<file path="src/rtl/pipeline_stage_regs_pkg.sv">
// Shared constants and stage-record types for the 5-stage pipeline register chain.
package pipeline_stage_regs_pkg;

  localparam logic [31:0] NOP_INSTR  = 32'h0000_0013;
  localparam int          REG_ADDR_W = 5;
  localparam int          RS1_LSB    = 15;
  localparam int          RS2_LSB    = 20;
  localparam int          RD_LSB     = 7;

  typedef enum logic [1:0] {
    RES_ALU  = 2'b00,
    RES_LOAD = 2'b01,
    RES_PC4  = 2'b10
  } result_src_e;

  typedef logic [REG_ADDR_W-1:0] reg_addr_t;

  typedef struct packed {
    logic       reg_write;
    logic       mem_write;
    logic [1:0] result_src;
  } ctrl_t;

  localparam ctrl_t BUBBLE_CTRL = '{reg_write: 1'b0, mem_write: 1'b0, result_src: RES_ALU};

  typedef struct packed {
    logic      valid;
    ctrl_t     ctrl;
    reg_addr_t rs1;
    reg_addr_t rs2;
    reg_addr_t rd;
  } id_ex_t;

  typedef struct packed {
    logic      valid;
    ctrl_t     ctrl;
    reg_addr_t rd;
  } ex_mem_t;

  // Stores are finished by W, so the writeback record drops mem_write.
  typedef struct packed {
    logic       valid;
    logic       reg_write;
    logic [1:0] result_src;
    reg_addr_t  rd;
  } mem_wb_t;

  function automatic reg_addr_t reg_field(input logic [31:0] instr, input int lsb);
    return instr[lsb +: REG_ADDR_W];
  endfunction

endpackage

</file>
<file path="src/rtl/pipeline_stage_regs_if.sv">
// Hazard controls, fetch/decode inputs and stage-tagged outputs of the pipeline register chain.
interface pipeline_stage_regs_if #(
  parameter int XLEN  = 32,
  parameter int CNT_W = 32
);
  logic            StallF;
  logic            StallD;
  logic            FlushD;
  logic            FlushE;
  logic [XLEN-1:0] PCNextF;
  logic [31:0]     InstrF;
  logic [XLEN-1:0] PCF;
  logic [31:0]     InstrD;
  logic [XLEN-1:0] PCD;
  logic            ValidD;
  logic            RegWriteD;
  logic            MemWriteD;
  logic [1:0]      ResultSrcD;
  logic [4:0]      Rs1E;
  logic [4:0]      Rs2E;
  logic [4:0]      RdE;
  logic            RegWriteE;
  logic            MemWriteE;
  logic [1:0]      ResultSrcE;
  logic            ResultSrcE0;
  logic [4:0]      RdM;
  logic            RegWriteM;
  logic            MemWriteM;
  logic [1:0]      ResultSrcM;
  logic [4:0]      RdW;
  logic            RegWriteW;
  logic [1:0]      ResultSrcW;
  logic [CNT_W-1:0] RetiredCnt;
  logic [CNT_W-1:0] BubbleCnt;

  modport master (
    output StallF, StallD, FlushD, FlushE, PCNextF, InstrF,
           RegWriteD, MemWriteD, ResultSrcD,
    input  PCF, InstrD, PCD, ValidD,
           Rs1E, Rs2E, RdE, RegWriteE, MemWriteE, ResultSrcE, ResultSrcE0,
           RdM, RegWriteM, MemWriteM, ResultSrcM,
           RdW, RegWriteW, ResultSrcW, RetiredCnt, BubbleCnt
  );

  modport slave (
    input  StallF, StallD, FlushD, FlushE, PCNextF, InstrF,
           RegWriteD, MemWriteD, ResultSrcD,
    output PCF, InstrD, PCD, ValidD,
           Rs1E, Rs2E, RdE, RegWriteE, MemWriteE, ResultSrcE, ResultSrcE0,
           RdM, RegWriteM, MemWriteM, ResultSrcM,
           RdW, RegWriteW, ResultSrcW, RetiredCnt, BubbleCnt
  );
endinterface

</file>
<file path="src/rtl/pipeline_stage_regs_pipe_reg.sv">
// Generic stage register: async reset and synchronous clear both load RST_VAL; clear beats enable.
module pipeline_stage_regs_pipe_reg #(
  parameter int           W       = 32,
  parameter logic [W-1:0] RST_VAL = '0
) (
  input  logic         clk,
  input  logic         rst,
  input  logic         clr_i,
  input  logic         en_i,
  input  logic [W-1:0] d_i,
  output logic [W-1:0] q_o
);
  logic [W-1:0] data_q;

  always_ff @(posedge clk or posedge rst) begin
    if (rst) begin
      data_q <= RST_VAL;
    end else if (clr_i) begin
      data_q <= RST_VAL;
    end else if (en_i) begin
      data_q <= d_i;
    end
  end

  assign q_o = data_q;
endmodule

</file>
<file path="src/rtl/pipeline_stage_regs.sv">
// PC, IF/ID, ID/EX, EX/MEM and MEM/WB registers plus saturating retired/bubble counters.
module pipeline_stage_regs
  import pipeline_stage_regs_pkg::*;
#(
  parameter int XLEN  = 32,
  parameter int CNT_W = 32
) (
  input logic                  clk,
  input logic                  rst,
  pipeline_stage_regs_if.slave bus
);
  typedef struct packed {
    logic            valid;
    logic [XLEN-1:0] pc;
    logic [31:0]     instr;
  } if_id_t;

  localparam if_id_t  IF_ID_BUBBLE  = '{valid: 1'b0, pc: '0, instr: NOP_INSTR};
  localparam id_ex_t  ID_EX_BUBBLE  = '{valid: 1'b0, ctrl: BUBBLE_CTRL, rs1: '0, rs2: '0, rd: '0};
  localparam ex_mem_t EX_MEM_BUBBLE = '{valid: 1'b0, ctrl: BUBBLE_CTRL, rd: '0};
  localparam mem_wb_t MEM_WB_BUBBLE = '{valid: 1'b0, reg_write: 1'b0, result_src: RES_ALU, rd: '0};

  logic [XLEN-1:0] pc_q;
  if_id_t          if_id_d, if_id_q;
  id_ex_t          id_ex_d, id_ex_q;
  ex_mem_t         ex_mem_d, ex_mem_q;
  mem_wb_t         mem_wb_d, mem_wb_q;

  pipeline_stage_regs_pipe_reg #(.W(XLEN), .RST_VAL('0)) u_pc (
    .clk(clk), .rst(rst), .clr_i(1'b0), .en_i(~bus.StallF),
    .d_i(bus.PCNextF), .q_o(pc_q)
  );

  always_comb begin
    if_id_d       = IF_ID_BUBBLE;
    if_id_d.valid = 1'b1;
    if_id_d.pc    = pc_q;
    if_id_d.instr = bus.InstrF;
  end

  pipeline_stage_regs_pipe_reg #(.W($bits(if_id_t)), .RST_VAL(IF_ID_BUBBLE)) u_if_id (
    .clk(clk), .rst(rst), .clr_i(bus.FlushD), .en_i(~bus.StallD),
    .d_i(if_id_d), .q_o(if_id_q)
  );

  // An empty D slot must not leak decoder outputs into E, whatever the decoder says.
  always_comb begin
    id_ex_d       = ID_EX_BUBBLE;
    id_ex_d.valid = if_id_q.valid;
    id_ex_d.rs1   = reg_field(if_id_q.instr, RS1_LSB);
    id_ex_d.rs2   = reg_field(if_id_q.instr, RS2_LSB);
    id_ex_d.rd    = reg_field(if_id_q.instr, RD_LSB);
    if (if_id_q.valid) begin
      id_ex_d.ctrl.reg_write  = bus.RegWriteD;
      id_ex_d.ctrl.mem_write  = bus.MemWriteD;
      id_ex_d.ctrl.result_src = bus.ResultSrcD;
    end
  end

  pipeline_stage_regs_pipe_reg #(.W($bits(id_ex_t)), .RST_VAL(ID_EX_BUBBLE)) u_id_ex (
    .clk(clk), .rst(rst), .clr_i(bus.FlushE), .en_i(1'b1),
    .d_i(id_ex_d), .q_o(id_ex_q)
  );

  always_comb begin
    ex_mem_d       = EX_MEM_BUBBLE;
    ex_mem_d.valid = id_ex_q.valid;
    ex_mem_d.ctrl  = id_ex_q.ctrl;
    ex_mem_d.rd    = id_ex_q.rd;
  end

  pipeline_stage_regs_pipe_reg #(.W($bits(ex_mem_t)), .RST_VAL(EX_MEM_BUBBLE)) u_ex_mem (
    .clk(clk), .rst(rst), .clr_i(1'b0), .en_i(1'b1),
    .d_i(ex_mem_d), .q_o(ex_mem_q)
  );

  always_comb begin
    mem_wb_d            = MEM_WB_BUBBLE;
    mem_wb_d.valid      = ex_mem_q.valid;
    mem_wb_d.reg_write  = ex_mem_q.ctrl.reg_write;
    mem_wb_d.result_src = ex_mem_q.ctrl.result_src;
    mem_wb_d.rd         = ex_mem_q.rd;
  end

  pipeline_stage_regs_pipe_reg #(.W($bits(mem_wb_t)), .RST_VAL(MEM_WB_BUBBLE)) u_mem_wb (
    .clk(clk), .rst(rst), .clr_i(1'b0), .en_i(1'b1),
    .d_i(mem_wb_d), .q_o(mem_wb_q)
  );

  // Slot 0 counts retired instructions, slot 1 counts bubbles; exactly one advances per cycle.
  for (genvar gi = 0; gi < 2; gi++) begin : g_cnt
    logic             hit;
    logic [CNT_W-1:0] cnt_d, cnt_q;

    assign hit = (gi == 0) ? mem_wb_q.valid : ~mem_wb_q.valid;

    always_comb begin
      cnt_d = cnt_q;
      if (hit && (cnt_q != '1)) begin
        cnt_d = cnt_q + CNT_W'(1);
      end
    end

    always_ff @(posedge clk or posedge rst) begin
      if (rst) begin
        cnt_q <= '0;
      end else begin
        cnt_q <= cnt_d;
      end
    end
  end

  assign bus.PCF         = pc_q;
  assign bus.InstrD      = if_id_q.instr;
  assign bus.PCD         = if_id_q.pc;
  assign bus.ValidD      = if_id_q.valid;
  assign bus.Rs1E        = id_ex_q.rs1;
  assign bus.Rs2E        = id_ex_q.rs2;
  assign bus.RdE         = id_ex_q.rd;
  assign bus.RegWriteE   = id_ex_q.ctrl.reg_write;
  assign bus.MemWriteE   = id_ex_q.ctrl.mem_write;
  assign bus.ResultSrcE  = id_ex_q.ctrl.result_src;
  assign bus.ResultSrcE0 = id_ex_q.ctrl.result_src[0];
  assign bus.RdM         = ex_mem_q.rd;
  assign bus.RegWriteM   = ex_mem_q.ctrl.reg_write;
  assign bus.MemWriteM   = ex_mem_q.ctrl.mem_write;
  assign bus.ResultSrcM  = ex_mem_q.ctrl.result_src;
  assign bus.RdW         = mem_wb_q.rd;
  assign bus.RegWriteW   = mem_wb_q.reg_write;
  assign bus.ResultSrcW  = mem_wb_q.result_src;
  assign bus.RetiredCnt  = g_cnt[0].cnt_q;
  assign bus.BubbleCnt   = g_cnt[1].cnt_q;
endmodule

</file>
<file path="src/flat_wrapper.sv">
// flat-port wrapper written by rule: the top's interface ports become plain ports
module pipeline_stage_regs_flat import pipeline_stage_regs_pkg::*;
#(
  parameter int XLEN  = 32,
  parameter int CNT_W = 32
)
  (clk, rst, bus_StallF, bus_StallD, bus_FlushD, bus_FlushE, bus_PCNextF, bus_InstrF, bus_RegWriteD, bus_MemWriteD, bus_ResultSrcD, bus_PCF, bus_InstrD, bus_PCD, bus_ValidD, bus_Rs1E, bus_Rs2E, bus_RdE, bus_RegWriteE, bus_MemWriteE, bus_ResultSrcE, bus_ResultSrcE0, bus_RdM, bus_RegWriteM, bus_MemWriteM, bus_ResultSrcM, bus_RdW, bus_RegWriteW, bus_ResultSrcW, bus_RetiredCnt, bus_BubbleCnt);
  pipeline_stage_regs_if #(.XLEN(XLEN), .CNT_W(CNT_W)) bus_i ();
  input logic clk;
  input logic rst;
  input wire logic [$bits(bus_i.StallF)-1:0] bus_StallF;
  input wire logic [$bits(bus_i.StallD)-1:0] bus_StallD;
  input wire logic [$bits(bus_i.FlushD)-1:0] bus_FlushD;
  input wire logic [$bits(bus_i.FlushE)-1:0] bus_FlushE;
  input wire logic [$bits(bus_i.PCNextF)-1:0] bus_PCNextF;
  input wire logic [$bits(bus_i.InstrF)-1:0] bus_InstrF;
  input wire logic [$bits(bus_i.RegWriteD)-1:0] bus_RegWriteD;
  input wire logic [$bits(bus_i.MemWriteD)-1:0] bus_MemWriteD;
  input wire logic [$bits(bus_i.ResultSrcD)-1:0] bus_ResultSrcD;
  output wire logic [$bits(bus_i.PCF)-1:0] bus_PCF;
  output wire logic [$bits(bus_i.InstrD)-1:0] bus_InstrD;
  output wire logic [$bits(bus_i.PCD)-1:0] bus_PCD;
  output wire logic [$bits(bus_i.ValidD)-1:0] bus_ValidD;
  output wire logic [$bits(bus_i.Rs1E)-1:0] bus_Rs1E;
  output wire logic [$bits(bus_i.Rs2E)-1:0] bus_Rs2E;
  output wire logic [$bits(bus_i.RdE)-1:0] bus_RdE;
  output wire logic [$bits(bus_i.RegWriteE)-1:0] bus_RegWriteE;
  output wire logic [$bits(bus_i.MemWriteE)-1:0] bus_MemWriteE;
  output wire logic [$bits(bus_i.ResultSrcE)-1:0] bus_ResultSrcE;
  output wire logic [$bits(bus_i.ResultSrcE0)-1:0] bus_ResultSrcE0;
  output wire logic [$bits(bus_i.RdM)-1:0] bus_RdM;
  output wire logic [$bits(bus_i.RegWriteM)-1:0] bus_RegWriteM;
  output wire logic [$bits(bus_i.MemWriteM)-1:0] bus_MemWriteM;
  output wire logic [$bits(bus_i.ResultSrcM)-1:0] bus_ResultSrcM;
  output wire logic [$bits(bus_i.RdW)-1:0] bus_RdW;
  output wire logic [$bits(bus_i.RegWriteW)-1:0] bus_RegWriteW;
  output wire logic [$bits(bus_i.ResultSrcW)-1:0] bus_ResultSrcW;
  output wire logic [$bits(bus_i.RetiredCnt)-1:0] bus_RetiredCnt;
  output wire logic [$bits(bus_i.BubbleCnt)-1:0] bus_BubbleCnt;
  assign bus_i.StallF = bus_StallF;
  assign bus_i.StallD = bus_StallD;
  assign bus_i.FlushD = bus_FlushD;
  assign bus_i.FlushE = bus_FlushE;
  assign bus_i.PCNextF = bus_PCNextF;
  assign bus_i.InstrF = bus_InstrF;
  assign bus_i.RegWriteD = bus_RegWriteD;
  assign bus_i.MemWriteD = bus_MemWriteD;
  assign bus_i.ResultSrcD = bus_ResultSrcD;
  assign bus_PCF = bus_i.PCF;
  assign bus_InstrD = bus_i.InstrD;
  assign bus_PCD = bus_i.PCD;
  assign bus_ValidD = bus_i.ValidD;
  assign bus_Rs1E = bus_i.Rs1E;
  assign bus_Rs2E = bus_i.Rs2E;
  assign bus_RdE = bus_i.RdE;
  assign bus_RegWriteE = bus_i.RegWriteE;
  assign bus_MemWriteE = bus_i.MemWriteE;
  assign bus_ResultSrcE = bus_i.ResultSrcE;
  assign bus_ResultSrcE0 = bus_i.ResultSrcE0;
  assign bus_RdM = bus_i.RdM;
  assign bus_RegWriteM = bus_i.RegWriteM;
  assign bus_MemWriteM = bus_i.MemWriteM;
  assign bus_ResultSrcM = bus_i.ResultSrcM;
  assign bus_RdW = bus_i.RdW;
  assign bus_RegWriteW = bus_i.RegWriteW;
  assign bus_ResultSrcW = bus_i.ResultSrcW;
  assign bus_RetiredCnt = bus_i.RetiredCnt;
  assign bus_BubbleCnt = bus_i.BubbleCnt;
  pipeline_stage_regs #(.XLEN(XLEN), .CNT_W(CNT_W)) u_core (.clk(clk), .rst(rst), .bus(bus_i));
endmodule
</file>
<file path="config.mk">
export PLATFORM = sky130hd
export DESIGN_NAME = pipeline_stage_regs_flat
export DESIGN_NICKNAME = d
export VERILOG_FILES = /design/src/rtl/pipeline_stage_regs_pkg.sv /design/src/rtl/pipeline_stage_regs_if.sv /design/src/rtl/pipeline_stage_regs_pipe_reg.sv /design/src/rtl/pipeline_stage_regs.sv /design/src/flat_wrapper.sv
export SDC_FILE = /design/constraint.sdc
export NUM_CORES = 1
export LEC_CHECK = 0
export CORE_MARGIN = 2
export CORE_UTILIZATION = 50
export CTS_BUF_LIST = sky130_fd_sc_hd__clkbuf_16
export DETAILED_ROUTE_END_ITERATION = 16
export GPL_ROUTABILITY_DRIVEN = 0
export PLACE_DENSITY_LB_ADDON = 0.12
export SLEW_MARGIN = 0
export SYNTH_ARGS = -nofsm -noshare
export SYNTH_HDL_FRONTEND = slang
export SYNTH_SLANG_ARGS = --single-unit
</file>
<file path="constraint.sdc">
create_clock -name clk -period 19.3 [get_ports clk]
set_clock_uncertainty 0.1 [all_clocks]
set_input_delay 4.825 -clock clk [delete_from_list [all_inputs] [get_ports clk]]
set_output_delay 4.825 -clock clk [all_outputs]
set_load 0.01 [all_outputs]
</file>
; ---- Word level (Yosys, flattened, before mapping)
; Cells that the tools add are included.
[op_classes]
n_addsub = 2
eq_ne = 3
n_mux = 4
bitwise_logic = 1
n_reduce_logical = 2
[op_table]
columns = cell, count
row1 = $mux W65, 2
row2 = $add A32 B1 Y32 const B, 2
row3 = $ne A32 B32 Y1 const B, 2
row4 = $mux W20, 1
row5 = $mux W4, 1
row6 = $logic_and A1 B1 Y1, 2
row7 = $ne A2 B1 Y1 const B, 1
row8 = $not A1 Y1, 1
[totals]
ff_bits = 200
inputBits = 74
output_inout_bits = 198
wordCells = 19

; ---- Depth between registers and ports, before layout
; Gate-level depths: netlist of run 1.
[logic_depth]
ltp_word = 2
ltp_mapped = 6

; ---- Modules after synthesis
; From an unflattened synthesis of run 1, not the netlist that was laid out.
[hier_totals]
hier_cells = 752
area_unflattened_um2 = 8807.2
[by_module_without_submodules]
columns = mod, n_inst, cells_each, area_each_um2, seq_area_each_um2
row1 = pipeline_stage_regs, 1, 309, 3196.8, 1601.5
row2 = pipeline_stage_regs_pipe_reg at u_core.u_if_id, 1, 211, 2698.8, 1630.3
row3 = pipeline_stage_regs_pipe_reg at u_core.u_pc, 1, 104, 1327.5, 800.8
row4 = pipeline_stage_regs_pipe_reg at u_core.u_id_ex, 1, 65, 809.5, 500.5
row5 = pipeline_stage_regs_pipe_reg at u_core.u_ex_mem, 1, 33, 406.6, 250.2
row6 = pipeline_stage_regs_pipe_reg at u_core.u_mem_wb, 1, 30, 367.9, 225.2

; ---- Worst setup path before layout of run 1
; OpenSTA, ideal clock, no wires.
[synth_timing]
kind = in2reg
from = input bus_StallD
to = register u_core.u_if_id.data_q[19] (netlist: u_core.u_if_id.q_o[19])
t_arrival_ns = 6.005
t_required_ns = 19.068
setup_slack_ns = 13.064
cell_stages = 5
path_cell_list = clkbuf_1 > clkbuf_1 > buf_1 > mux2i_1 > nor2_1
[synth_between]
elab_chain_len = 1
[synth_rtl]
columns = element, line
row1 = start: declaration, flat_wrapper.sv:12  ; input wire logic [$bits(bus_i.StallD)-1:0] bus_StallD;
row2 = $ne A2 B1 Y1 (no line), n/a
row3 = end signal: assignment, pipeline_stage_regs_pipe_reg.sv:21  ; data_q <= d_i;
row4 = end: declaration, pipeline_stage_regs_pipe_reg.sv:13  ; logic [W-1:0] data_q;
; Every way passes these cells.
; A chain may end at the register's enable or synchronous reset.

==> impl_metrics.ini, run 1 <==
[status]
status = completed

[setup_path]
critical-path-top-delay-family = buffers and inverters
worst-setup-path-type = in -> async
required_ps = 19640
end_kind = asynchronous set/reset pin
worstPathMaxFanout = 131
crit_chain = clkdlybuf4s50_1 > inv_8 > buf_4
max_stage_delay_ps = 800
path_buf_inv = 3
slowest_stage = buf_4
arrival_ps = 6890
start_kind = primary input

[power]
p_leak_nw = 5.23
pwr_density_cell_mw_per_mm2 = 88.5
peakVddDrop_mv = 0.0635
finalPower_mw = 1.02

[clocking]
cts_resized = 0
root_buffer = clkbuf_16
cts_made_buffers = 17
postCtsSetupRepairBufs = 0
cts_max_level = 4
ctsHoldBuffers = 0
clk_pin_slew_ps = 70
cts_tree = yes
clock_sink_count = 200
clockBufferDepth = 2
clock_latency_ps = 430

[floorplanning]
initial_utilization = 0.514
row_count = 46
die_h_um = 132
dieArea_mm2 = 0.0175
fp.dieW_um = 132
io_pins = 272
core-area_mm2 = 0.0160

[synthesis]
synth_seq_cells = 200
yosysWarningCount = 0
async_reset_ff_frac = 1.00
synth_top_area_cell = dfrtp_1
synth-edff-count = 0
synthCells = 672
synth.area.top_cells = dfrtp_1, mux2i_1, mux2_2
synth_area_mm2 = 0.00823
post_synth.cell_area_avg_um2 = 12.2
ys_types = 42
synth_seq_area_share = 0.609
synth.net_count = 748
synthFlopType = dfrtp_1
synth_top_area_frac = 0.599

[cells_and_area]
regArea_mm2 = 0.00501
multi_input_area_mm2 = 0.00286
layout-drive-gt1-share = 0.0877
fin_util = 0.721
fin_nets = 987
n_fill_cell = 1168
layout.cells.non_filler = 1140
n_antenna_cell = 0
syn2layout_area_growth_pct = 40.2

[sta]
max_slew_margin = 0.262
hold_ws_ps = 247
rsz0062_at_grt = false
layout_min_cycle_time_ps = 6550
finalSetupViolCount = 0
worstMarginPinSlew_ps = 1110
hold_viol = 0
slew_violations = 0
fin_crit_sh = 0.340
max_freq_ghz = 0.153
tns_ps = 0

[detailed_routing]
drc = 0
final_antenna_net_count = 0
via_per_inst = 5.19
vias = 5919
wl_per_cell_um = 17.9
drtIter0Drc = 340
routed_wl_um = 20400
first_pass_iters = 4

[place]
port_buffers = 271
place_hpwl_um = 14500
place_inst = 1108

[global_routing]
grt_pass1_wl_um = 32600
antenna_found_initial = 0
grt_max_degree = 132
grt_overflow_total = 0
grt_pass1_vias = 6077
grt.total_usage = 0.238

[hold_path]
holdCritPathClass = reg -> reg

[flow_run]
maxCapViolCount = 0
## layout by cell type, fill, tap and decap left out, drive strengths merged, types with 3 or more instances in the layout
master         count
nor2              85
nand3             19
xnor2             22
dfrtp            197
a21oi              3
mux2i             61
nor3              20
or3                3
buf                5
and2               5
bufinv             4
and3              16
clkinv             6
a31oi              3
nor3b              3
nor4               7
nand2             28
inv               12
and4              10
xor2              33
a211o              3
clkbuf            17
clkdlybuf4s50    269
o21ai              3
nand4             21
dfstp              3
nor2b             18
mux2              33
## metal layers
metal  up-vias  track usage  share of wire
met2       222        0.402           0.50
met4         0       0.0878          0.025
met5         -            0              0
met3        32       0.0865          0.085
met1      2914        0.282           0.39
li1       2751            -              -
## worst reg2reg max path, stage by stage (launching register included)
cell     delay, ps
dfrtp_1        440
nand4_2        210
nor3_1         430
nand3_1        470
nand2_1        270
mux2_2         350
## through the flow
stage / setup slack (ps) / instance area (µm²)
after detailed placement: 12220 / 10900
after CTS: 12680 / 11500
final: 12750 / 11500
after global routing: 12400 / 11500
after floorplan: 8930 / 8230
after global placement: 12280 / 10900
## synth_stat cells, types with 2 or more instances
master	count
a211o_1	3
a21oi_1	3
a31oi_1	3
and2_1	5
and3_1	15
and4_1	10
buf_1	5
buf_2	4
buf_4	31
clkbuf_1	14
dfrtp_1	197
dfstp_2	3
ha_1	2
inv_1	9
mux2_2	33
mux2i_1	61
nand2_1	28
nand3_1	19
nand4_1	20
nand4b_1	2
nor2_1	85
nor2b_1	18
nor3_1	18
nor3_2	2
nor3b_1	3
nor4_1	7
o21ai_0	2
or3_4	2
or4_1	2
xnor2_1	22
xor2_1	33
## layout make-up
class | instances | area share
clock buffer | 17 | 0.0369
clock inverter | 15 | 0.0173
inverter | 9 | 0.00358
multi-input combinational | 409 | 0.248
sequential | 200 | 0.434
tap | 216 | 0.0234
timing repair buffer | 274 | 0.237
## registers in the layout, summed over array words and instances, names as in the netlist
signal and cells:
u_core.bus.BubbleCnt 32, u_core.bus.RetiredCnt 32, u_core.u_ex_mem.q_o 10, u_core.u_id_ex.q_o 20, u_core.u_if_id.q_o 65, u_core.u_mem_wb.q_o 9
u_core.u_pc.q_o 32
## power breakdown
| part | switching [mW] | internal (mW) | leakage [nW] |
|---|---|---|---|
| Clock | 0.157 | 0.218 | 0.304 |
| Sequential | 0.0325 | 0.451 | 2.63 |
| Combinational | 0.0690 | 0.0937 | 2.29 |
| Total | 0.258 | 0.762 | 5.23 |
## final timing paths
path,startpoint,end,slack (ps),cells past startpoint
setup / recovery,rst,u_core.u_if_id.q_o[31],12750,3
hold / removal,u_core.u_id_ex.q_o[19],u_core.u_ex_mem.q_o[9],250,0
setup reg to reg,u_core.bus.RetiredCnt[7],u_core.bus.RetiredCnt[1],16930,5
hold reg to reg,u_core.u_id_ex.q_o[19],u_core.u_ex_mem.q_o[9],250,0
max in group clk,u_core.u_if_id.q_o[0],bus_InstrD[0],12850,1
min in group asynchronous,rst,u_core.bus.RetiredCnt[26],4890,2
## cell families after synthesis
| kind of cell | count (synthesis) | share of synthesized area |
|---|---|---|
| and+or+nand+nor | 240 | 0.150 |
| muxes | 94 | 0.119 |
| DFF | 200 | 0.609 |
| adders and majority gates | 2 | 0.00304 |
| AOI/OAI and AO/OA | 18 | 0.0164 |
| xor gates and xnor gates | 55 | 0.0586 |
| buffers and inverters | 63 | 0.0435 |
Note: power is estimated with default switching activity, not from simulation.
==> run 2: changes to the inputs <==
--- a/config.mk
+++ b/config.mk
@@ -6,7 +6,7 @@
 export NUM_CORES = 1
 export LEC_CHECK = 0
 export CORE_MARGIN = 2
-export CORE_UTILIZATION = 50
+export CORE_UTILIZATION = 42
 export CTS_BUF_LIST = sky130_fd_sc_hd__clkbuf_16
 export DETAILED_ROUTE_END_ITERATION = 16
 export GPL_ROUTABILITY_DRIVEN = 0
==> constraint.sdc (replaced) <==
create_clock -name clk -period 5.55 [get_ports clk]
set_clock_uncertainty 0.1 [all_clocks]
set_input_delay 1.3875 -clock clk [delete_from_list [all_inputs] [get_ports clk]]
set_output_delay 1.3875 -clock clk [all_outputs]
set_load 0.01 [all_outputs]
==> run 2 against run 1 <==
Effect of this change: clock power increased to 3.5 times the previous value; power increased to 3.5 times the previous value; global-route usage decreased by 4.0 points; sequential share of layout area decreased by 0.34 points; register-to-register slack got worse by 14000 ps; via count about the same; die area increased by 18%; combinational power increased to 3.5 times the previous value; core utilization decreased by 12 points; sequential cell count unchanged; critical path depth decreased by 2; critical endpoint is now bus_InstrD[0]; largest cell class unchanged.
==> impl_metrics.ini, run 2 (synthesis gave the netlist of run 1 again) <==
[status]
status = completed

[setup_path]
worst-setup-path-type = reg -> out
end_kind = primary output
arrival_ps = 1500
crit_chain = clkdlybuf4s50_1
slowest_stage = dfstp_2
required_ps = 4060
path_buf_inv = 1
critical-path-top-delay-family = flip-flops
worstPathMaxFanout = 2
max_stage_delay_ps = 540
start_kind = flop

[detailed_routing]
first_pass_iters = 4
wl_per_cell_um = 16.8
final_antenna_net_count = 0
routed_wl_um = 20100
vias = 5914
drtIter0Drc = 289
drc = 0
via_per_inst = 4.96

[sta]
max_slew_margin = 0.253
max_freq_ghz = 0.335
layout_min_cycle_time_ps = 2990
tns_ps = 0
hold_ws_ps = 249
finalSetupViolCount = 0
rsz0062_at_grt = false
fin_crit_sh = 0.538
worstMarginPinSlew_ps = 1120
hold_viol = 0
slew_violations = 0

[floorplanning]
io_pins = 272
dieArea_mm2 = 0.0207
core-area_mm2 = 0.0193
initial_utilization = 0.425
row_count = 51
fp.dieW_um = 144
die_h_um = 144

[power]
p_leak_nw = 5.24
p_int_mw = 2.65
power.switching_mw = 0.891
comb_power_share = 0.159
p_seq_frac = 0.473
peakVddDrop_mv = 0.209
p_sw_frac = 0.251
finalPower_mw = 3.54
clock_power_share = 0.368
pwr_density_cell_mw_per_mm2 = 305

[cells_and_area]
fin_nets = 990
n_antenna_cell = 0
largest_reg_flops = 65
layout.cells.non_filler = 1192
fin_util = 0.601
n_fill_cell = 1563
syn2layout_area_growth_pct = 41.3
layout-drive-gt1-share = 0.0863
final_cell_mix = clkdlybuf4s50_1, dfrtp_1, nor2_1
final_common_cell = clkdlybuf4s50_1

[place]
place_inst = 1160
place_hpwl_um = 14200
port_buffers = 271

[clocking]
clock_latency_ps = 430
clock_sink_count = 200
ctsHoldBuffers = 0
clk_pin_slew_ps = 70
cts_made_buffers = 17
cts_max_level = 4
cts_tree = yes
cts_resized = 0
clockBufferDepth = 2
postCtsSetupRepairBufs = 0
root_buffer = clkbuf_16

[global_routing]
antenna_found_initial = 0
grt_pass1_vias = 6034
grt_pass1_wl_um = 31800
grt_overflow_total = 0
grt.total_usage = 0.198
grt_max_degree = 95

[hold_path]
holdCritPathClass = reg -> reg

[flow_run]
maxCapViolCount = 0
-- run 2: routing by layer --
layer	global-route usage	vias to the layer above	wire length, µm	share of wire
li1	-	2752	-	-
met4	0.0609	0	412	0.021
met3	0.0820	28	1870	0.093
met2	0.318	202	9800	0.49
met5	0	-	0	0
met1	0.244	2932	7970	0.40
-- run 2: area by class of cell --
class	count	area (µm²)	share of cell area
Sequential cell	200	5010	0.431
Multi-Input combinational cell	409	2860	0.246
Timing Repair Buffer	277	2760	0.238
Clock buffer	17	425	0.0366
Tap cell	265	332	0.0285
Clock inverter	15	196	0.0169
Inverter	9	37.5	0.00323
-- run 2: path summary, 6_finish.rpt --
path / startpoint / end / slack [ps] / depth (start not counted)
worst min-delay path: u_core.u_ex_mem.q_o[9] / u_core.u_mem_wb.q_o[8] / 250 / 0
worst max-delay path: u_core.u_if_id.q_o[0] / bus_InstrD[0] / 2560 / 1
min in group asynchronous: rst / u_core.bus.BubbleCnt[21] / 1300 / 2
worst max register to register: u_core.bus.RetiredCnt[7] / u_core.bus.RetiredCnt[1] / 3160 / 5
worst min register to register: u_core.u_ex_mem.q_o[9] / u_core.u_mem_wb.q_o[8] / 250 / 0
max in group asynchronous: rst / u_core.u_if_id.q_o[4] / 3130 / 3
-- run 2: through the flow --
| step | worst slack [ps] | area, µm² |
|---|---|---|
| final | 2560 | 11600 |
| after detailed placement | 2600 | 11000 |
| after global placement | 2660 | 11000 |
| after CTS | 2540 | 11600 |
| after global routing | 2500 | 11600 |
| after floorplan | 1480 | 8230 |
-- run 2: power by group through the flow --
stage	Clock, mW	Sequential, mW	Combinational (mW)
after floorplan	0	1.73	0.213
after global placement	0	1.70	0.560
after detailed placement	0	1.70	0.571
after CTS	1.34	1.68	0.574
after global routing	1.41	1.69	0.613
final	1.30	1.68	0.564
==> run 3: changes to the inputs <==
--- a/config.mk
+++ b/config.mk
@@ -6,7 +6,7 @@
 export NUM_CORES = 1
 export LEC_CHECK = 0
 export CORE_MARGIN = 2
-export CORE_UTILIZATION = 42
+export CORE_UTILIZATION = 46
 export CTS_BUF_LIST = sky130_fd_sc_hd__clkbuf_16
 export DETAILED_ROUTE_END_ITERATION = 16
 export GPL_ROUTABILITY_DRIVEN = 0
==> constraint.sdc (replaced) <==
create_clock -name clk -period 3 [get_ports clk]
set_clock_uncertainty 0.1 [all_clocks]
set_input_delay 0.75 -clock clk [delete_from_list [all_inputs] [get_ports clk]]
set_output_delay 0.75 -clock clk [all_outputs]
set_load 0.01 [all_outputs]
==> run 3 against run 2 <==
Effect of this change: clock power is 59% higher; die area is 8.5% lower; first-iteration DRC count is 21% higher; hold slack better by 1.0 ps; count of clock-buffer cells in the layout stayed put; non-clock buffer count is 6 higher; sequential share of layout area is 0.17 points higher; sequential cell count stayed put; largest cell class unchanged; core utilization is 6.4 points higher; via count is 1.0% higher.
==> impl_metrics.ini, run 3 (synthesis gave the netlist of run 1 again) <==
[status]
status = completed

[place]
port_buffers = 271
place_hpwl_um = 15300

[hold_path]
holdCritPathClass = reg -> reg
hp-start = u_core.u_id_ex.q_o[19]
worstHoldEndpoint = u_core.u_ex_mem.q_o[9]
hold_depth = 0

[sta]
max_slew_margin = 0.589
rsz0062_at_grt = false
hold_ws_ps = 250
worstMarginPinSlew_ps = 616
finalSetupViolCount = 0
layout_min_cycle_time_ps = 2400
slew_violations = 0
hold_viol = 0
max_freq_ghz = 0.417
tns_ps = 0
fin_crit_sh = 0.799

[global_routing]
use_met3 = 0.0798
antenna_found_initial = 1
grt_max_degree = 54
grt_pass1_vias = 6040
use_met1 = 0.274
gr-usage-met2 = 0.355
grt_overflow_total = 0
grt_pass1_wl_um = 32000
grt.total_usage = 0.222
grt.busiest_layer = met2

[setup_path]
start_kind = flop
end_kind = flop
worstPathMaxFanout = 12
r2r-start = u_core.bus.RetiredCnt[21]
required_ps = 3210
worst-setup-path-type = reg -> reg
arrival_ps = 2610
rr_worst_depth = 5
rr_endpoint = u_core.bus.RetiredCnt[1]
r2r_slack_ps = 600

[power]
p_leak_nw = 5.26
finalPower_mw = 6.24
pwr_density_cell_mw_per_mm2 = 539
peakVddDrop_mv = 0.420

[flow_run]
maxCapViolCount = 0

[cells_and_area]
syn2layout_area_growth_pct = 40.7
final_common_cell = clkdlybuf4s50_1
largest_reg_flops = 65
final_cell_mix = clkdlybuf4s50_1, dfrtp_1, nor2_1
n_antenna_cell = 0
fin_nets = 996
n_fill_cell = 1320
layout-drive-gt1-share = 0.0902

[clocking]
root_buffer = clkbuf_16
cts_resized = 0
postCtsSetupRepairBufs = 0
clk_pin_slew_ps = 70
cts_made_buffers = 17
cts_max_level = 4
clock_latency_ps = 430
ctsHoldBuffers = 0
clock_sink_count = 200
cts_tree = yes
clockBufferDepth = 2

[detailed_routing]
vias = 5973
wl_per_cell_um = 17.8
drc = 0
first_pass_iters = 4
final_antenna_net_count = 0
via_per_inst = 5.17
drtIter0Drc = 351
routed_wl_um = 20500

[floorplanning]
dieArea_mm2 = 0.0190
io_pins = 272
fp.dieW_um = 138
initial_utilization = 0.472
row_count = 48
die_h_um = 138
core-area_mm2 = 0.0174
## run 3: cell count changes in the layout (fill, tap and decap cells not counted)
| cell | change |
|---|---|
| buf_12 | +5 |
| buf_4 | +1 |
| bufinv_16 | -3 |
| clkinv_1 | -2 |
| clkinv_2 | +6 |
| clkinv_4 | +1 |
| clkinvlp_4 | -2 |
| inv_1 | +2 |
| inv_6 | -3 |
| inv_8 | -1 |
## run 3: layer usage
layer,vias up,wire length [µm]
met5,-,13
met4,2,589
met3,41,1690
met2,207,10000
met1,2962,8220
li1,2761,-
## run 3: where the power goes
part           leakage [nW]  total [mW]  switching (mW)  internal [mW]
registers              2.63        3.10           0.197           2.90
logic                  2.36        1.07           0.454          0.619
clock network         0.273        2.07           0.950           1.12
## run 3: worst max path at each step
| stage | cells past startpoint | slack, ps | endpoint | from |
|---|---|---|---|---|
| after floorplan | 1 | -440 | u_core.bus.BubbleCnt[0] | rst |
| after global placement | 5 | 710 | u_core.bus.RetiredCnt[1] | u_core.bus.RetiredCnt[21] |
| after detailed placement | 5 | 640 | u_core.bus.RetiredCnt[1] | u_core.bus.RetiredCnt[21] |
| after CTS | 1 | 580 | bus_InstrD[4] | u_core.u_if_id.q_o[4] |
| after global routing | 5 | 340 | u_core.bus.RetiredCnt[1] | u_core.bus.RetiredCnt[21] |
| final | 5 | 600 | u_core.bus.RetiredCnt[1] | u_core.bus.RetiredCnt[21] |
## run 3: worst max-delay path, cell delays in order (launching register included)
cell and delay (ps):
dfrtp_1 430, and4_1 260, nor4b_1 440, nand3_1 450, nand2_1 250, mux2_2 350
## run 3: per-stage QoR
stage	std cells	setup WS, ps	cell area [µm²]	utilization
finish	1156	603	11600	0.665
global route	1156	336	11600	0.665
CTS	1156	577	11600	0.665
detailed placement	1126	639	11100	0.635
global placement	1126	707	11100	0.635
floorplan	672	-436	8230	-
## run 3: final cells by class
cell class	count	area, µm²	area share
clock buffer	17	425	0.0367
clock inverter	13	92.6	0.00800
inverter	9	37.5	0.00324
multi-input combinational	409	2860	0.247
sequential	200	5010	0.433
tap	225	282	0.0243
timing repair buffer	283	2870	0.248
==> RTL change 1: new RTL, settings of run 2 <==
`XLEN` is set to 32 in 3 places; all go to 24.
--- a/src/rtl/pipeline_stage_regs_if.sv
+++ b/src/rtl/pipeline_stage_regs_if.sv
@@ -2,3 +2,3 @@
 interface pipeline_stage_regs_if #(
-  parameter int XLEN  = 32,
+  parameter int XLEN  = 24,
   parameter int CNT_W = 32
--- a/src/rtl/pipeline_stage_regs.sv
+++ b/src/rtl/pipeline_stage_regs.sv
@@ -4,3 +4,3 @@
 #(
-  parameter int XLEN  = 32,
+  parameter int XLEN  = 24,
   parameter int CNT_W = 32
--- a/src/flat_wrapper.sv
+++ b/src/flat_wrapper.sv
@@ -3,3 +3,3 @@
 #(
-  parameter int XLEN  = 32,
+  parameter int XLEN  = 24,
   parameter int CNT_W = 32
Ports: changed (resized bus_PCD, bus_PCF and bus_PCNextF); port bits go from 272 to 248. No check against the original RTL was run, so the function may have changed too.
==> RTL change 1 against run 2 <==
Sequential cell count fell by 16. Area after synthesis shrank 9.0%. Total power fell by 5.7%. Wire length shrank 11%. Register-to-register slack worse by 90 ps. Highest routed layer unchanged. Worst setup slack improved by 3.4 ps. Cell area fell by 9.1%. Cell count shrank 11%.
==> RTL change 1: results (changes against run 2) <==
* Status: finished clean
* First-pass DRT Iterations at 5 (+1)
* Worst vdd ir at 0.215 mV (+3.0%)
* Hold Startpoint: u_core.u_ex_mem.q_o[9]$_DFF_PP0_
* Max FFs per register at 57 (-12%)
* Worst reg2reg path startpoint: u_core.bus.BubbleCnt[16]$_DFFE_PP0P_
* Hold Crit Class: reg2reg
* Crit Reg-Reg Endpoint: u_core.bus.BubbleCnt[9]$_DFFE_PP0P_
* Total negative setup slack at 0 ps (unchanged)
* Initial antenna violation count at 0 (unchanged)
* Ys async rst share at 1.00 (unchanged)
* Leakage at 4.66 nW (-11%)
* Routed via count at 5299 (-10%)
* Share of layout cells above drive strength 1 at 0.0904 (+0.00406)
* Post-DP HPWL at 12500 um (-12%)
* Post-synth cell types at 38 (-9.5%)
* Cell depth of the worst flop-to-flop path at 6 (+1)
* Clock Latency Late Sink at ~420 ps
* H-tree levels at 4 (unchanged)
* Rel. slew slack at 0.233 (-0.0196)
* Top post-synthesis cells by count: dfrtp_1, nor2_1, mux2i_1
* Largest net degree at the start of global routing at 185 (+95%)
* Arr. time, crit path at 1500 ps (about the same)
* Num CTS Buffers at 17 (unchanged)
* Antenna cells at 0 (unchanged)
* CP delay by family, top: flip-flops
* Hold EP: u_core.u_mem_wb.q_o[8]$_DFF_PP0_
* Total Routing Usage GR at 0.197 (-0.000972)
* Cts repair resizes at 0 (unchanged)
* Reg2Reg Setup Slack at 3070 ps (-90 ps)
* Area contributors post-synth: dfrtp_1, mux2i_1, xnor2_1
* Register area share after synthesis at 0.615 (+0.00655)
* Layout filler cell count at 1389 (-11%)
* First-pass GRT wire length at 28700 um (-9.8%)
* Clock root buffer: clkbuf_16
* Crit path max fanout at 2 (unchanged)
* Clock slew at reported path FFs at 70 ps (about the same)
* Worst-case clock buffer depth at 2 (unchanged)
* Starting DRC count in detailed routing at 298 (+3.1%)
* Hold depth at 0 (unchanged)
* PortBufs at 247 (-8.9%)
* # Post-CTS Setup Buffers at 0 (unchanged)
* Max incr delay on CP at 540 ps (about the same)
* CP max-delay cell: dfstp_2
* Synthesized Nets at 669 (-11%)
* Total wire length at 17900 um (-11%)
* Vias in the first global route at 5508 (-8.7%)
* Final net count at 885 (-11%)
RTL change 1: final cells by class:
type	instances	area, sq um	area share
clock inverter	15	184	0.0174
sequential	184	4610	0.436
timing repair buffer	251	2500	0.237
inverter	7	30.0	0.00284
tap	225	282	0.0266
clock buffer	17	425	0.0403
multi-input combinational	356	2530	0.239
RTL change 1: how the worst max path moves through the flow:
stage | startpoint | endpoint | slack (ps)
2_1_floorplan | rst | u_core.bus.BubbleCnt[0]$_DFFE_PP0P_ | 1700
3_3_place_gp | bus_StallF | u_core.u_pc.q_o[5]$_DFFE_PP0N_ | 2290
3_5_place_dp | bus_StallF | u_core.u_pc.q_o[0]$_DFFE_PP0N_ | 2250
4_1_cts | u_core.u_if_id.q_o[4]$_DFFE_PP1P_ | bus_InstrD[4] | 2550
5_1_grt | u_core.bus.RetiredCnt[24]$_DFFE_PP0P_ | bus_RetiredCnt[24] | 2510
6_report | u_core.u_if_id.q_o[4]$_DFFE_PP1P_ | bus_InstrD[4] | 2570
RTL change 1: cell families after synthesis:
logic type | after synthesis | share of synthesized area
AND/OR/NAND/NOR | 202 | 0.142
flip-flops | 184 | 0.615
multiplexers | 80 | 0.111
buffers and inverters | 61 | 0.0468
XOR/XNOR | 60 | 0.0702
AO/OA/AOI/OAI | 12 | 0.0109
adder cells (fa/ha/maj) | 2 | 0.00334
RTL change 1: routing by layer:
layer  track usage  wire length, um  vias up
li1              -                -     2441
met2         0.327             8860      159
met4        0.0641              307        0
met3        0.0839             1620       25
met1         0.231             7140     2674
met5             0                0        -
RTL change 1: through the flow:
stage / instances / hold slack (ps) / util / instance area [sq um] / setup slack (ps)
after global placement: 1022 / 236 / 0.573 / 9950 / 2290
final: 1055 / 245 / 0.609 / 10600 / 2570
after global routing: 1055 / 255 / 0.609 / 10600 / 2510
after floorplan: 601 / 231 / - / 7490 / 1700
after detailed placement: 1022 / 235 / 0.573 / 9950 / 2250
after CTS: 1054 / 245 / 0.608 / 10600 / 2550
RTL change 1: report_power, final:
group | internal (mW) | total, mW | switching (mW) | leakage [nW]
clock network | 0.748 | 1.25 | 0.506 | 0.301
registers | 1.44 | 1.55 | 0.112 | 2.43
logic | 0.305 | 0.535 | 0.230 | 1.93
==> RTL change 2: new RTL, settings of run 2 <==
Made on the original files. Register the output `bus.BubbleCnt`, without a reset; this adds one clock of latency there.
--- a/src/rtl/pipeline_stage_regs.sv
+++ b/src/rtl/pipeline_stage_regs.sv
@@ -131,3 +131,5 @@
   assign bus.RetiredCnt  = g_cnt[0].cnt_q;
-  assign bus.BubbleCnt   = g_cnt[1].cnt_q;
+  always_ff @(posedge clk) begin
+    bus.BubbleCnt <= g_cnt[1].cnt_q;
+  end
 endmodule
Formal check against the unedited RTL: not equivalent (a bounded check fails within 4 cycles, from zero or initial values and one cycle with rst high).
==> RTL change 2 against run 2 <==
Total power is 11% higher. Global-route usage is 1.5 points lower. Area after synthesis is 8.6% higher. Cell area is 6.6% higher. Worst setup slack worse by 120 ps. Sequential cell count is 32 higher. Wire length is 2.5% higher. Critical endpoint is now bus_RetiredCnt[23].
==> RTL change 2: results (changes against run 2) <==
* Post-synth top flop: dfrtp_1
* Vias per cell at 4.89 (-1.5%)
* Total Routing Usage GR at 0.183 (-0.0148)
* Post-synth cell types at 49 (+17%)
* Worst vdd ir at 0.191 mV (-8.6%)
* Antenna cells at 0 (unchanged)
* Hold Crit Class: reg2reg
* Crit path max fanout at 9 (+7)
* CP max-delay cell: clkdlybuf4s50_1
* Max incr delay on CP at 600 ps (+60 ps)
* # Post-CTS Setup Buffers at 0 (unchanged)
* Wire per inst at 16.7 um (-0.75%)
* Area contributors post-synth: dfrtp_1, dfxtp_1, mux2i_1
* Synth warnings at 0 (unchanged)
* Worst reg2reg path startpoint: u_core.bus.RetiredCnt[0]$_DFFE_PP0P_
* Cell depth of the worst flop-to-flop path at 6 (+1)
* Max FFs per register at 65 (unchanged)
* Placed insts at 1189 (+2.5%)
* Clock root buffer: clkbuf_16
* Clock Latency Late Sink at 520 ps (+90 ps)
* Share of layout cells above drive strength 1 at 0.0952 (+0.00889)
* Leakage at 5.46 nW (+4.2%)
* Arr. time, crit path at 1620 ps (+120 ps)
* Routed via count at 6017 (+1.7%)
* Synth Area per Inst at 12.9 sq um (+5.3%)
* DP Area at 0.0117 sq mm (+6.4%)
* H-tree levels at 1 (-3)
* Status: finished clean
* Top post-synthesis cells by count: dfrtp_1, nor2_1, mux2i_1
* Final net count at 1016 (+2.6%)
* Vias in the first global route at 6024 (-0.17%)
* Synthesized Nets at 769 (+2.8%)
* PortBufs at 271 (unchanged)
* Post-DP HPWL at 14200 um (-0.59%)
* Worst-case clock buffer depth at 3 (+1)
* Clock slew at reported path FFs at 60 ps
* Hold Startpoint: u_core.u_ex_mem.q_o[9]$_DFF_PP0_
* Ys async rst share at 0.862 (-0.138)
* Setup WS pre-CTS at 2460 ps (-147 ps)
* Crit Reg-Reg Endpoint: u_core.bus.RetiredCnt[1]$_DFFE_PP0P_
* Cts repair resizes at 0 (unchanged)
* Reg2Reg Setup Slack at 3230 ps (+70 ps)
* Crit path from: u_core.bus.RetiredCnt[23]$_DFFE_PP0P_
* Num CTS Buffers at 24 (+7)
* Register area share after synthesis at 0.632 (+0.0234)
* CP delay by family, top: buffers and inverters
* Hold Slack at 262 ps (+13.3 ps)
* Largest net degree at the start of global routing at 81 (-15%)
* Rel. slew slack at 0.355 (+0.102)
* First-pass GRT wire length at 32700 um (+2.7%)
* First-pass DRT Iterations at 4 (unchanged)
* Maximum clock rate at 322 MHz (-3.9%)
* Starting DRC count in detailed routing at 216 (-25%)
* Crit path to: bus_RetiredCnt[23]
* Initial antenna violation count at 0 (unchanged)
RTL change 2: worst min path at each step:
| stage | to | depth (start not counted) |
|---|---|---|
| 2_1_floorplan | u_core.u_ex_mem.q_o[9]$_DFF_PP0_ | 0 |
| 3_3_place_gp | u_core.u_mem_wb.q_o[8]$_DFF_PP0_ | 0 |
| 3_5_place_dp | u_core.u_mem_wb.q_o[8]$_DFF_PP0_ | 0 |
| 4_1_cts | u_core.u_mem_wb.q_o[8]$_DFF_PP0_ | 0 |
| 5_1_grt | u_core.u_mem_wb.q_o[8]$_DFF_PP0_ | 0 |
| 6_report | u_core.u_mem_wb.q_o[8]$_DFF_PP0_ | 0 |
RTL change 2: layer usage:
layer  share of wire  wire (um)  up-vias  track usage
met5               0          0        -            0
met4           0.021        439        0       0.0495
met3           0.099       2030       33       0.0729
met2            0.47       9660      203        0.289
met1            0.41       8430     2925        0.235
li1                -          -     2856            -
RTL change 2: power breakdown:
| part | internal [mW] | leakage, nW | switching [mW] |
|---|---|---|---|
| clock network | 0.781 | 0.357 | 0.637 |
| logic | 0.329 | 2.21 | 0.241 |
| registers | 1.83 | 2.89 | 0.115 |
| total | 2.94 | 5.46 | 0.993 |
RTL change 2: cell families (layout without fill, tap and decap cells):
kind of cell,after synthesis,count (layout),share of synthesized area
muxes,97,97,0.113
adders and majority gates,2,2,0.00280
DFF,232,232,0.632
buffers and inverters,63,326,0.0413
AOI/OAI and AO/OA,19,19,0.0188
xor gates and xnor gates,55,55,0.0539
and+or+nand+nor,225,225,0.138
RTL change 2: layout make-up:
cell class	count	area (sq um)
tap	275	344
clock inverter	18	85.1
fill	1772	8570
clock buffer	24	601
inverter	9	37.5
multi-input combinational	398	2920
timing repair buffer	275	2760
sequential	232	5650
